===== config.mk =====
export PLATFORM = sky130hd
export DESIGN_NAME = csr_uart_fifo
export DESIGN_NICKNAME = d
export VERILOG_FILES = /design/src/rtl/csr_uart_pkg.sv /design/src/rtl/sync_fifo.sv /design/src/rtl/csr_uart_fifo.sv
export SDC_FILE = /design/constraint.sdc
export NUM_CORES = 1
export LEC_CHECK = 0
export ABC_CLOCK_PERIOD_IN_PS = 6770
export CORE_MARGIN = 2
export CORE_UTILIZATION = 55
export DETAILED_ROUTE_END_ITERATION = 8
export PLACE_DENSITY = 0.81
export SYNTH_ARGS = -nofsm -noshare
export SYNTH_HDL_FRONTEND = slang
export SYNTH_SLANG_ARGS = --single-unit

===== constraint.sdc =====
create_clock -name clk -period 6.77 [get_ports clk]
set_input_delay 1.354 -clock clk [delete_from_list [all_inputs] [get_ports clk]]
set_output_delay 1.354 -clock clk [all_outputs]
set_load 0.02 [all_outputs]

===== src/rtl/csr_uart_pkg.sv =====
// Shared CSR offsets, STATUS bit positions and FSM state types for the
// buffered CSR UART.
package csr_uart_pkg;

   localparam logic [11:0] OFS_DATA    = 12'd0;
   localparam logic [11:0] OFS_STATUS  = 12'd1;
   localparam logic [11:0] OFS_DIVISOR = 12'd2;

   localparam int ST_RX_IE     = 0;
   localparam int ST_TX_IE     = 1;
   localparam int ST_RX_OVF    = 2;
   localparam int ST_FRAME_ERR = 3;
   localparam int ST_TX_OVF    = 4;

   localparam int MOD_WRITE = 0;
   localparam int MOD_SET   = 1;
   localparam int MOD_CLEAR = 2;

   typedef enum logic [1:0] {
      TX_IDLE,
      TX_START,
      TX_DATA,
      TX_STOP
   } tx_state_t;

   typedef enum logic [2:0] {
      RX_IDLE,
      RX_START,
      RX_DATA,
      RX_STOP,
      RX_WAIT_HIGH
   } rx_state_t;

   function automatic logic [31:0] csr_modify(input logic [2:0]  modify,
                                              input logic [31:0] old_val,
                                              input logic [31:0] wdata);
      if (modify[MOD_WRITE])      return wdata;
      else if (modify[MOD_SET])   return old_val | wdata;
      else if (modify[MOD_CLEAR]) return old_val & ~wdata;
      else                        return old_val;
   endfunction

endpackage


===== src/rtl/sync_fifo.sv =====
// Single-clock FIFO with wrap-bit pointers; a push into a full FIFO is
// accepted only when a pop frees a slot in the same cycle.
module sync_fifo #(
   parameter int WIDTH      = 8,
   parameter int DEPTH_LOG2 = 4
) (
   input  logic                  clk,
   input  logic                  rst,
   input  logic                  push,
   input  logic                  pop,
   input  logic [WIDTH-1:0]      din,
   output logic [WIDTH-1:0]      dout,
   output logic                  empty,
   output logic                  full,
   output logic [DEPTH_LOG2:0]   count
);

   localparam int DEPTH = 1 << DEPTH_LOG2;

   logic [WIDTH-1:0]    mem [DEPTH];
   logic [DEPTH_LOG2:0] wr_ptr;
   logic [DEPTH_LOG2:0] rd_ptr;
   logic                do_push;
   logic                do_pop;

   assign count   = wr_ptr - rd_ptr;
   assign empty   = (count == '0);
   assign full    = count[DEPTH_LOG2];
   assign do_pop  = pop & ~empty;
   assign do_push = push & (~full | do_pop);
   assign dout    = mem[rd_ptr[DEPTH_LOG2-1:0]];

   always_ff @(posedge clk) begin
      if (rst) begin
         wr_ptr <= '0;
         rd_ptr <= '0;
      end else begin
         if (do_push) wr_ptr <= wr_ptr + 1'b1;
         if (do_pop)  rd_ptr <= rd_ptr + 1'b1;
      end
   end

   always_ff @(posedge clk) begin
      if (do_push) mem[wr_ptr[DEPTH_LOG2-1:0]] <= din;
   end

endmodule


===== src/rtl/csr_uart_fifo.sv =====
// Buffered 8N1 UART CSR slave: DATA / STATUS / DIVISOR registers, TX and RX
// FIFOs, run-time baud divisor latched per frame, sticky error flags.
//
// tx state     | meaning
// TX_IDLE      | line high, pops the next byte when TX FIFO non-empty
// TX_START     | start bit (low) for one divisor period
// TX_DATA      | eight data bits, LSB first
// TX_STOP      | stop bit (high)
//
// rx state     | meaning
// RX_IDLE      | waiting for a low level on the synchronised input
// RX_START     | half-period wait, then start bit re-check (glitch filter)
// RX_DATA      | eight data samples, one per divisor period
// RX_STOP      | stop sample: push byte or flag a framing error
// RX_WAIT_HIGH | after a framing error, wait for the line to return high
module csr_uart_fifo
   import csr_uart_pkg::*;
#(
   parameter logic [11:0] BASE_ADDR       = 12'hBC0,
   parameter int          CLOCK_RATE      = 50_000_000,
   parameter int          BAUD_RATE       = 115200,
   parameter int          FIFO_DEPTH_LOG2 = 4,
   parameter int          DIV_WIDTH       = 16
) (
   input  logic        clk,
   input  logic        rst,
   input  logic        read,
   input  logic [2:0]  modify,
   input  logic [31:0] wdata,
   input  logic [11:0] addr,
   output logic [31:0] rdata,
   output logic        valid,
   input  logic        rx,
   output logic        tx,
   output logic        irq
);

   localparam int                   CW        = FIFO_DEPTH_LOG2 + 1;
   localparam logic [DIV_WIDTH-1:0] DIV_RESET = DIV_WIDTH'(CLOCK_RATE / BAUD_RATE);
   localparam logic [DIV_WIDTH-1:0] DIV_ONE   = DIV_WIDTH'(1);
   localparam logic [DIV_WIDTH-1:0] DIV_MIN   = DIV_WIDTH'(2);

   logic hit_data, hit_status, hit_div, wr_any;
   logic [4:0]           ctrl_q, ctrl_nxt;
   logic [DIV_WIDTH-1:0] div_q, div_nxt;
   logic [31:0]          ctrl_mod, div_mod;

   logic          tx_push, tx_pop, tx_empty, tx_full, tx_ovf_set;
   logic [7:0]    tx_dout;
   logic [CW-1:0] tx_count;
   logic          rx_push, rx_pop, rx_empty, rx_full, rx_ovf_set, frame_err_set;
   logic [7:0]    rx_dout;
   logic [CW-1:0] rx_count;
   logic [7:0]    tx_cnt8, rx_cnt8;

   tx_state_t            tx_state;
   logic [DIV_WIDTH-1:0] tx_timer, tx_div;
   logic [7:0]           tx_shift;
   logic [2:0]           tx_bit;
   logic                 tx_busy;

   rx_state_t            rx_state;
   logic [DIV_WIDTH-1:0] rx_timer, rx_div;
   logic [7:0]           rx_shift;
   logic [2:0]           rx_bit;
   logic                 rx_s1, rx_s2, rx_tc;
   logic                 unused_bits;

   assign hit_data   = (addr == BASE_ADDR + OFS_DATA);
   assign hit_status = (addr == BASE_ADDR + OFS_STATUS);
   assign hit_div    = (addr == BASE_ADDR + OFS_DIVISOR);
   assign valid      = hit_data | hit_status | hit_div;
   assign wr_any     = |modify;

   assign tx_push    = hit_data & wr_any;
   assign tx_pop     = (tx_state == TX_IDLE) & ~tx_empty;
   assign tx_ovf_set = tx_push & tx_full & ~tx_pop;
   assign tx_busy    = (tx_state != TX_IDLE);

   assign rx_pop        = hit_data & read & ~rx_empty;
   assign rx_tc         = (rx_timer == '0);
   assign rx_push       = (rx_state == RX_STOP) & rx_tc & rx_s2;
   assign frame_err_set = (rx_state == RX_STOP) & rx_tc & ~rx_s2;
   assign rx_ovf_set    = rx_push & rx_full & ~rx_pop;

   assign tx_cnt8 = 8'(tx_count);
   assign rx_cnt8 = 8'(rx_count);
   assign irq     = (~rx_empty & ctrl_q[ST_RX_IE]) | (tx_empty & ctrl_q[ST_TX_IE]);

   sync_fifo #(.WIDTH(8), .DEPTH_LOG2(FIFO_DEPTH_LOG2)) u_tx_fifo (
      .clk(clk), .rst(rst), .push(tx_push), .pop(tx_pop), .din(wdata[7:0]),
      .dout(tx_dout), .empty(tx_empty), .full(tx_full), .count(tx_count)
   );

   sync_fifo #(.WIDTH(8), .DEPTH_LOG2(FIFO_DEPTH_LOG2)) u_rx_fifo (
      .clk(clk), .rst(rst), .push(rx_push), .pop(rx_pop), .din(rx_shift),
      .dout(rx_dout), .empty(rx_empty), .full(rx_full), .count(rx_count)
   );

   always_comb begin
      rdata = '0;
      if (hit_data)
         rdata = {22'b0, tx_full, rx_empty, rx_empty ? 8'h00 : rx_dout};
      else if (hit_status)
         rdata = {7'b0, tx_busy, tx_cnt8, rx_cnt8, 3'b0, ctrl_q};
      else if (hit_div)
         rdata = 32'(div_q);
   end

   // Hardware flag sets are ORed in last so they win over a software clear.
   always_comb begin
      ctrl_mod = csr_modify(modify, 32'(ctrl_q), wdata);
      div_mod  = csr_modify(modify, 32'(div_q), wdata);
      ctrl_nxt = ctrl_q;
      div_nxt  = div_q;
      if (hit_status && wr_any) ctrl_nxt = ctrl_mod[4:0];
      if (hit_div && wr_any)
         div_nxt = (div_mod[DIV_WIDTH-1:0] < DIV_MIN) ? DIV_MIN : div_mod[DIV_WIDTH-1:0];
      ctrl_nxt[ST_RX_OVF]    = ctrl_nxt[ST_RX_OVF] | rx_ovf_set;
      ctrl_nxt[ST_FRAME_ERR] = ctrl_nxt[ST_FRAME_ERR] | frame_err_set;
      ctrl_nxt[ST_TX_OVF]    = ctrl_nxt[ST_TX_OVF] | tx_ovf_set;
   end

   assign unused_bits = ^{ctrl_mod, div_mod, wdata};

   always_ff @(posedge clk) begin
      if (rst) begin
         ctrl_q <= '0;
         div_q  <= DIV_RESET;
      end else begin
         ctrl_q <= ctrl_nxt;
         div_q  <= div_nxt;
      end
   end

   always_ff @(posedge clk) begin
      if (rst) begin
         tx_state <= TX_IDLE;
         tx       <= 1'b1;
         tx_timer <= '0;
         tx_div   <= DIV_RESET;
         tx_shift <= '0;
         tx_bit   <= '0;
      end else begin
         case (tx_state)
            TX_IDLE: if (!tx_empty) begin
               tx_shift <= tx_dout;
               tx_div   <= div_q;
               tx_timer <= div_q - DIV_ONE;
               tx       <= 1'b0;
               tx_state <= TX_START;
            end
            TX_START: if (tx_timer == '0) begin
               tx_timer <= tx_div - DIV_ONE;
               tx       <= tx_shift[0];
               tx_shift <= {1'b0, tx_shift[7:1]};
               tx_bit   <= '0;
               tx_state <= TX_DATA;
            end else tx_timer <= tx_timer - DIV_ONE;
            TX_DATA: if (tx_timer == '0) begin
               tx_timer <= tx_div - DIV_ONE;
               if (tx_bit == 3'd7) begin
                  tx       <= 1'b1;
                  tx_state <= TX_STOP;
               end else begin
                  tx       <= tx_shift[0];
                  tx_shift <= {1'b0, tx_shift[7:1]};
                  tx_bit   <= tx_bit + 3'd1;
               end
            end else tx_timer <= tx_timer - DIV_ONE;
            TX_STOP: if (tx_timer == '0) tx_state <= TX_IDLE;
                     else tx_timer <= tx_timer - DIV_ONE;
            default: tx_state <= TX_IDLE;
         endcase
      end
   end

   always_ff @(posedge clk) begin
      if (rst) begin
         rx_s1    <= 1'b1;
         rx_s2    <= 1'b1;
         rx_state <= RX_IDLE;
         rx_timer <= '0;
         rx_div   <= DIV_RESET;
         rx_shift <= '0;
         rx_bit   <= '0;
      end else begin
         rx_s1 <= rx;
         rx_s2 <= rx_s1;
         case (rx_state)
            RX_IDLE: if (!rx_s2) begin
               rx_div   <= div_q;
               rx_timer <= (div_q >> 1) - DIV_ONE;
               rx_state <= RX_START;
            end
            RX_START: if (rx_tc) begin
               if (rx_s2) rx_state <= RX_IDLE;
               else begin
                  rx_timer <= rx_div - DIV_ONE;
                  rx_bit   <= '0;
                  rx_state <= RX_DATA;
               end
            end else rx_timer <= rx_timer - DIV_ONE;
            RX_DATA: if (rx_tc) begin
               rx_shift <= {rx_s2, rx_shift[7:1]};
               rx_timer <= rx_div - DIV_ONE;
               if (rx_bit == 3'd7) rx_state <= RX_STOP;
               else rx_bit <= rx_bit + 3'd1;
            end else rx_timer <= rx_timer - DIV_ONE;
            RX_STOP: if (rx_tc) rx_state <= rx_s2 ? RX_IDLE : RX_WAIT_HIGH;
                     else rx_timer <= rx_timer - DIV_ONE;
            RX_WAIT_HIGH: if (rx_s2) rx_state <= RX_IDLE;
            default: rx_state <= RX_IDLE;
         endcase
      end
   end

endmodule


# == After elaboration in Yosys (flattened, before gate mapping) ==
# Memory sizes are Yosys's and may differ from the RTL's. A register that Yosys moved wholly into a read port is not among the register bits.
# Cells that the tools add are included.
# classes
n_addsub,14
n_lt_le_gt_ge,1
n_eq_ne,29
mux,64
bitwise,37
n_reduce_logical,28
# op_table
op,count
$mux W16,13
$sub A16 B1 Y16 const B,5
$pmux W16 S4,1
$pmux W16 S3,1
$mux W3,14
$mux W8,5
$eq A12 B12 Y1 const B,3
$logic_not A16 Y1,2
$mux W32,1
$ne A2 B2 Y1 const B,16
$mux W25,1
$pmux W8 S3,1
$add A5 B1 Y5 const B,4
$mux W5,4
$and A1 B1 Y1,17
$and A16 B16 Y16,1
$lt A16 B2 Y1 const B,1
$mux W4,4
$not A16 Y16,1
$or A16 B16 Y16,1
$sub A15 B1 Y16 const B,1
$pmux W3 S5,1
$reduce_and A5 Y1,3
$mux W2,6
other kinds (28),66
# word_totals
reg_bits,135
ramBits,256
output_inout_bits,35
n_memories,2
# memory_table
name,words,word_bits,rd,rd_ports_with_merged_regs,wr,line_no,text
u_rx_fifo.mem,16,8,1,1,1,sync_fifo.sv:20,logic [WIDTH-1:0] mem [DEPTH];
u_tx_fifo.mem,16,8,1,1,1,sync_fifo.sv:20,

# == Longest topological paths before layout ==
# logic_depth
word_depth,9
mapped_depth,13
mapped_depth_nobuf,10

# == Modules after synthesis ==
# From an unflattened synthesis, not the netlist that was laid out.
# hier_totals
hier_cells,1566
hier_area_um2,19108.3
# modules_own_cells
mod,n_inst,cells_per_inst,area_each_um2,seq_area_each_um2
csr_uart_fifo,1,981,7497.2,2302.2
sync_fifo (u_tx_fifo),1,293,5806.8,4124.0
sync_fifo (u_rx_fifo),1,292,5804.3,4124.0

# == Worst setup path before layout ==
# OpenSTA, ideal clock, no wires.
# synth_path
path_kind,input-to-output
start,input addr[3]
end,output rdata[12]
arrival_ns,3.179
required_ns,5.416
setup_slack_ns,2.237
stages,7
n_path_buf,2
path_cell_list,or4_4 -> or3_1 -> buf_6 -> nor2_1 -> clkbuf_1 -> nand2_1 -> o21ai_0
# synth_between
elab_chain_cells,4
# synth_rtl
item,line_no,text
start: declaration,csr_uart_fifo.sv:30,"input logic [11:0] addr,"
$eq A12 B12 Y1,csr_uart_fifo.sv:71,assign hit_div = (addr == BASE_ADDR + OFS_DIVISOR);
$mux W16,csr_uart_fifo.sv:106,else if (hit_div)
$mux W25,csr_uart_fifo.sv:104,else if (hit_status)
$mux W32 *,csr_uart_fifo.sv:102,if (hit_data)
end: declaration,csr_uart_fifo.sv:31,"output logic [31:0] rdata,"
# Mark *: on every way between the ends. The rest lies on a longest branch, timed or not.

# == Worst setup path after layout ==
# layout_path
start,input addr[3]
end,output rdata[3]
# The elaborated chain is that of the path after synthesis.

==> results.md <==
* Final non-filler cell total at 2096
* Cts hold-fix bufs at 0
* Most frequent cells in the layout: edfxtp_1, nand2_1, nor2_1
* Post-route ant nets at 0
* IO Port Bufs at 59
* Pwr dens at between 300 and 400 nW/um^2
* Fin Hold WS at approximately 0.43 ns
* Post-synth cell types at 82
* Sink Count at 399
* CTS root buffer: clkbuf_16
* Worst-Skew Late Latency at 0.56 ns
* Critical path class: primary input to output port
* Row cnt at 67
* Clk network pwr share at 0.357
* GPL Wtd Cong at between 0.9 and 1
* Critical Path Sink: rdata[3]
* Worst r2r path cells at 8
* Share of power burned in combinational logic at 0.225
* Critical path endpoint category: output port
* Cells along the critical path: clkdlybuf4s50_1 > or4_4 > or3_1 > nor3_1 > a22oi_1 > nand2_1 > clkdlybuf4s50_1
* CTS tree: yes
* Sw Ratio at 0.2955
* Post-place setup slack at ~1.1 ns
* First-pass GRT wire length at ~73000 um
* Overall Power at 0.006613 W
* Dpl cells at approximately 2000
* Slew headroom at 0.2233
* Sequential fraction of the synthesis area at 0.5591
* Largest net degree at the start of global routing at 77
* Inserted Diodes at 0
* Internal power at ~0.0047 W
* CP bufs+invs at 2
* Die height at 189.2 um
* Worst slew pin tran at 1.165 ns
* Overflow after GRT at 0
* Die Area at 35810 um^2
* Met2 Usage GRT at 0.4414
* Syn avg cell area at 11.86 um^2
* Worst Setup Start Kind: primary input
* Worst path max stage delay at between 0.6 and 0.7 ns
* Final Hold Fails at 0
* Most used DFF post-synth: edfxtp_1
* DP HPWL at slightly above 30000 um
* Max-Cap Viols at 0
* Initial antenna violation count at 1
* Grt peak-use layer: met2
* LEAKAGE at 7.069 nW
* Net Sw Power at ~0.0020 W
* Setup Total Neg Slack at 0 ns
* RR Startpoint: rx_timer[0]
* CP max-delay cell: clkdlybuf4s50_1
* # Post-CTS Setup Buffers at 0
* CP Launch Point: addr[3]
* Commonest non-fill, non-tap cell in the layout: edfxtp_1
* Final Critical Period at 5.827 ns
* Worst clock skew at 0.01489 ns
* Routed Wire Length at approximately 47000 um
* Ys Warns at 0
* First DRT Iteration DRCs at around 1700
* Die X-Extent at 189.2 um
* Io pins at 86
* Core Footprint at about 34000 um^2
* DRT Pass-1 Iters at 6
* Setup slack, reg-to-reg at 2.87 ns
* Cell Area, Synth at 18870 um^2
* CP Depth at 7
* Worst EP arrival at between 4 and 5 ns
* Vias at 13368
* Required @ worst endpoint at 5.42 ns
* Setup-failing EPs final at 0
* Worst flop-to-flop path endpoint: u_rx_fifo.mem[14][0]
* WL per Instance at 22.60 um
* GRT met1 Usage at 0.3619
* Post_cts resized at 0
* Clk buf depth at 3
* Gr usage total at 0.2657
* EDFF count, synth at 256
* Final setup margin at 0.9433 ns
* RSZ-0062 raised after global routing: no
* Synthesis-stage register bit count at about 400
* Vias per inst at ~6.4
* Clk slew on worst S/H paths at around 0.06 ns
* Area Overhead vs Synth at 12.29%
* CP max FO at 7
* Seq pwr share at 0.418
* Status: complete, no violations
* Vias in the first global route at 12967
* Top delay family on crit path: simple AND/OR/NAND/NOR gates
* Worst min-delay path class: flip-flop to flip-flop
* Initial cell density of the core at 0.5599
* Met3 GRT Util at 0.04541
* Slew Limit Fails at 0
* Gate Count Post-Synth at 1591
* Fmax at about 170 MHz
* Peak supply drop at roughly 0.23 mV
* Fraction of registers with async set/reset at 0
* Ratio of cells with drive above 1 in the final layout at 0.1232
* Htree depth at 2
* DRC viols at 0
* Num CTS Buffers at a little over 40
* Final Cycle Share at 0.8607
* CP most frequent cell: clkdlybuf4s50_1
* Final net count at 1703
metal layers:
| metal | part of all wire | vias to the layer above |
|---|---|---|
| met5 | 0.00027 | - |
| met4 | 0.025 | 2 |
| met3 | 0.091 | 89 |
| met2 | 0.48 | 710 |
| met1 | 0.40 | 6542 |
| li1 | - | 6025 |
worst min-delay path by stage:
stage             to  cells after the start   from
2_1_floorplan  rx_s2                      1  rx_s1
3_3_place_gp   rx_s2                      1  rx_s1
3_5_place_dp   rx_s2                      1  rx_s1
4_1_cts        rx_s2                      1  rx_s1
5_1_grt        rx_s2                      1  rx_s1
6_report       rx_s2                      1  rx_s1
Yosys cell counts, drive strengths merged, types with 39 or more instances:
library cell	instances	share of area
nand2	154	0.031
o21ai	43	0.011
a21oi	88	0.023
mux4	72	0.086
xor2	45	0.021
dfxtp	143	0.15
a211oi	42	0.017
clkbuf	76	0.015
inv	39	0.0078
nor2	145	0.029
edfxtp	256	0.41
nor3	47	0.013
logic make-up after synthesis:
family	Yosys count	synth area share
and+or+nand+nor	513	0.1323
DFF	399	0.5591
AOI/OAI and AO/OA	293	0.1034
buffers and inverters	154	0.03441
muxes	111	0.1068
xor gates and xnor gates	83	0.03853
adders and majority gates	37	0.02533
other	1	0.0001987
area by class of cell:
type                       instances  area [um^2]
sequential                       399        10550
tap                              448        560.5
fill                            2476        12510
timing repair buffer              86        790.8
multi-input combinational       1047         7720
clock buffer                      55         1150
inverter                          40        150.1
clock inverter                    21        264.0
sequential cells by signal, indices dropped and copies added (netlist names), 5 cells and up, named ones only:
name              cells
u_tx_fifo.mem       128
tx_timer             16
u_rx_fifo.mem       128
u_rx_fifo.rd_ptr      5
div_q                16
rx_shift              8
u_tx_fifo.rd_ptr      5
tx_div               16
u_rx_fifo.wr_ptr      5
rx_div               16
ctrl_q                5
rx_timer             16
tx_shift              8
u_tx_fifo.wr_ptr      5
through the flow:
stage	cell area [um^2]	util
after floorplan	18900	-
after global placement	19780	0.5868
after detailed placement	19780	0.5868
after CTS	21190	0.6288
after global routing	21190	0.6288
final	21190	0.6288
power groups by stage:
stage / Combinational (W) / Clock, W / Sequential, W
after floorplan: 0.00114 / 0 / 0.00279
after global placement: 0.00143 / 0 / 0.00281
after detailed placement: 0.00146 / 0 / 0.00281
after CTS: 0.00147 / 0.00238 / 0.00276
after global routing: 0.00163 / 0.00247 / 0.00277
final: 0.00149 / 0.00236 / 0.00276
Power figures use the tool's default switching activity.
==> edit: new RTL, config.mk and constraints unchanged <==
Make the reset (`rst`) asynchronous in 4 clocked blocks.
--- a/src/rtl/sync_fifo.sv
+++ b/src/rtl/sync_fifo.sv
@@ -30,7 +30,7 @@
    assign do_push = push & (~full | do_pop);
    assign dout    = mem[rd_ptr[DEPTH_LOG2-1:0]];
 
-   always_ff @(posedge clk) begin
+   always_ff @(posedge clk or posedge rst) begin
       if (rst) begin
          wr_ptr <= '0;
          rd_ptr <= '0;
--- a/src/rtl/csr_uart_fifo.sv
+++ b/src/rtl/csr_uart_fifo.sv
@@ -123,7 +123,7 @@
 
    assign unused_bits = ^{ctrl_mod, div_mod, wdata};
 
-   always_ff @(posedge clk) begin
+   always_ff @(posedge clk or posedge rst) begin
       if (rst) begin
          ctrl_q <= '0;
          div_q  <= DIV_RESET;
@@ -133,7 +133,7 @@
       end
    end
 
-   always_ff @(posedge clk) begin
+   always_ff @(posedge clk or posedge rst) begin
       if (rst) begin
          tx_state <= TX_IDLE;
          tx       <= 1'b1;
@@ -175,7 +175,7 @@
       end
    end
 
-   always_ff @(posedge clk) begin
+   always_ff @(posedge clk or posedge rst) begin
       if (rst) begin
          rx_s1    <= 1'b1;
          rx_s2    <= 1'b1;
Check against the original RTL: differs if rst is asserted again (counterexample within 4 cycles, from zero or initial values and one cycle with rst high); with rst held inactive, the same outputs for 4 cycles.
==> edit against the unedited design <==
Cell area rose by 1.1%; fmax fell by 0.64%; worst hold slack got worse by 77 ps; setup slack got worse by 37 ps; synthesized cell count fell by 9.1%; synthesized area rose by 0.58%; register-to-register slack barely moved; routed wire length fell by 2.8%; power rose by 5.5%; sequential cell count fell by 8; critical endpoint is now rdata[0].
==> edit: results (changes against the unedited design) <==
| Metric | Value |
|---|---|
| Mean area per synthesized cell | `13.1 um2 (+11%)` |
| First-pass GRT wire length | `72000 um (-2.0%)` |
| RePlAce Congestion | `0.931 (+3.0%)` |
| Pre-antenna DRT Iters | `5 (-1)` |
| Final nets | `1573 (-7.6%)` |
| Commonest cells post-synth | `edfxtp_1, dfrtp_1, nor2_1` |
| Routed WL per cell | `23.3 um (+3.2%)` |
| WL met3 | `3640 um (-16%)` |
| Met2 Use GR | `0.429 (-0.0121)` |
| GRT Total Usage | `0.261 (-0.00493)` |
| Met2 Wirelength | `22500 um (-1.8%)` |
| CP Data Arrival Time | `4510 ps (+40 ps)` |
| Finished Layout Cells | `1975 (-5.8%)` |
| R2R Path End | `u_tx_fifo.mem[12][5]$_DFFE_PP_` |
| Slew margin rel. | `0.247 (+0.0238)` |
| Reg-to-reg slack, setup | `2880 ps (about the same)` |
| Switching pwr | `2070 uW (+5.9%)` |
| Post-synth cell types | `83 (+1.2%)` |
| Cell count after placement | `1898 (-6.0%)` |
| Worst-path fanout max | `8 (+1)` |
| Comb pwr | `1700 uW (+14%)` |
| Final hold slack | `357 ps (-77.5 ps)` |
| Multi-In Gates | `926 (-12%)` |
| Met1 WL | `18400 um (-2.9%)` |
| Max stage delay on crit path | `700 ps (+80 ps)` |
| Share of cells above drive strength 1 | `0.169 (+0.0454)` |
| Final Skew | `13.5 ps (-1.44 ps)` |
| NonClk Buf Share | `0.0332 (-0.00413)` |
| Grt met1 use | `0.357 (-0.00520)` |
| Fraction of area in multi-input gates | `0.343 (-0.0213)` |
| Status | `complete, no violations` |
| Post-DP HPWL | `30300 um (-1.1%)` |
| Max Used Layer | `met4` |
| Inverters, non-clock | `51 (+28%)` |
| Critical R2R Launch | `u_tx_fifo.rd_ptr[2]$_DFFE_PP0P_` |
[edit: cell count changes in the layout (fill, tap and decap cells not counted), moves of 18 or more]
cell / before / now
a211oi_1: 41 / 3
a21oi_1: 87 / 53
and3_1: 8 / 26
dfrtp_1: 0 / 115
dfstp_2: 0 / 18
dfxtp_1: 140 / 0
mux2_2: 2 / 41
mux2i_1: 37 / 12
nand2_1: 153 / 97
nor2_1: 145 / 112
o21ai_0: 42 / 61
[edit: metrics by stage]
stage                     power, uW  area [um2]
after global routing           7280       21400
after CTS                      6990       21400
after floorplan                4070       19000
final                          6970       21400
after detailed placement       4520       19900
after global placement         4470       19900
[edit: cells by family (layout without fill, tap and decap cells)]
family                     count (synthesis)  after routing  synth area share
DFF                                      391            391             0.584
other                                      1             11          0.000198
xor gates and xnor gates                  85             85            0.0392
muxes                                    128            128             0.118
and+or+nand+nor                          421            421             0.116
AOI/OAI and AO/OA                        246            246            0.0857
adders and majority gates                 36             36            0.0245
buffers and inverters                    139            202            0.0316
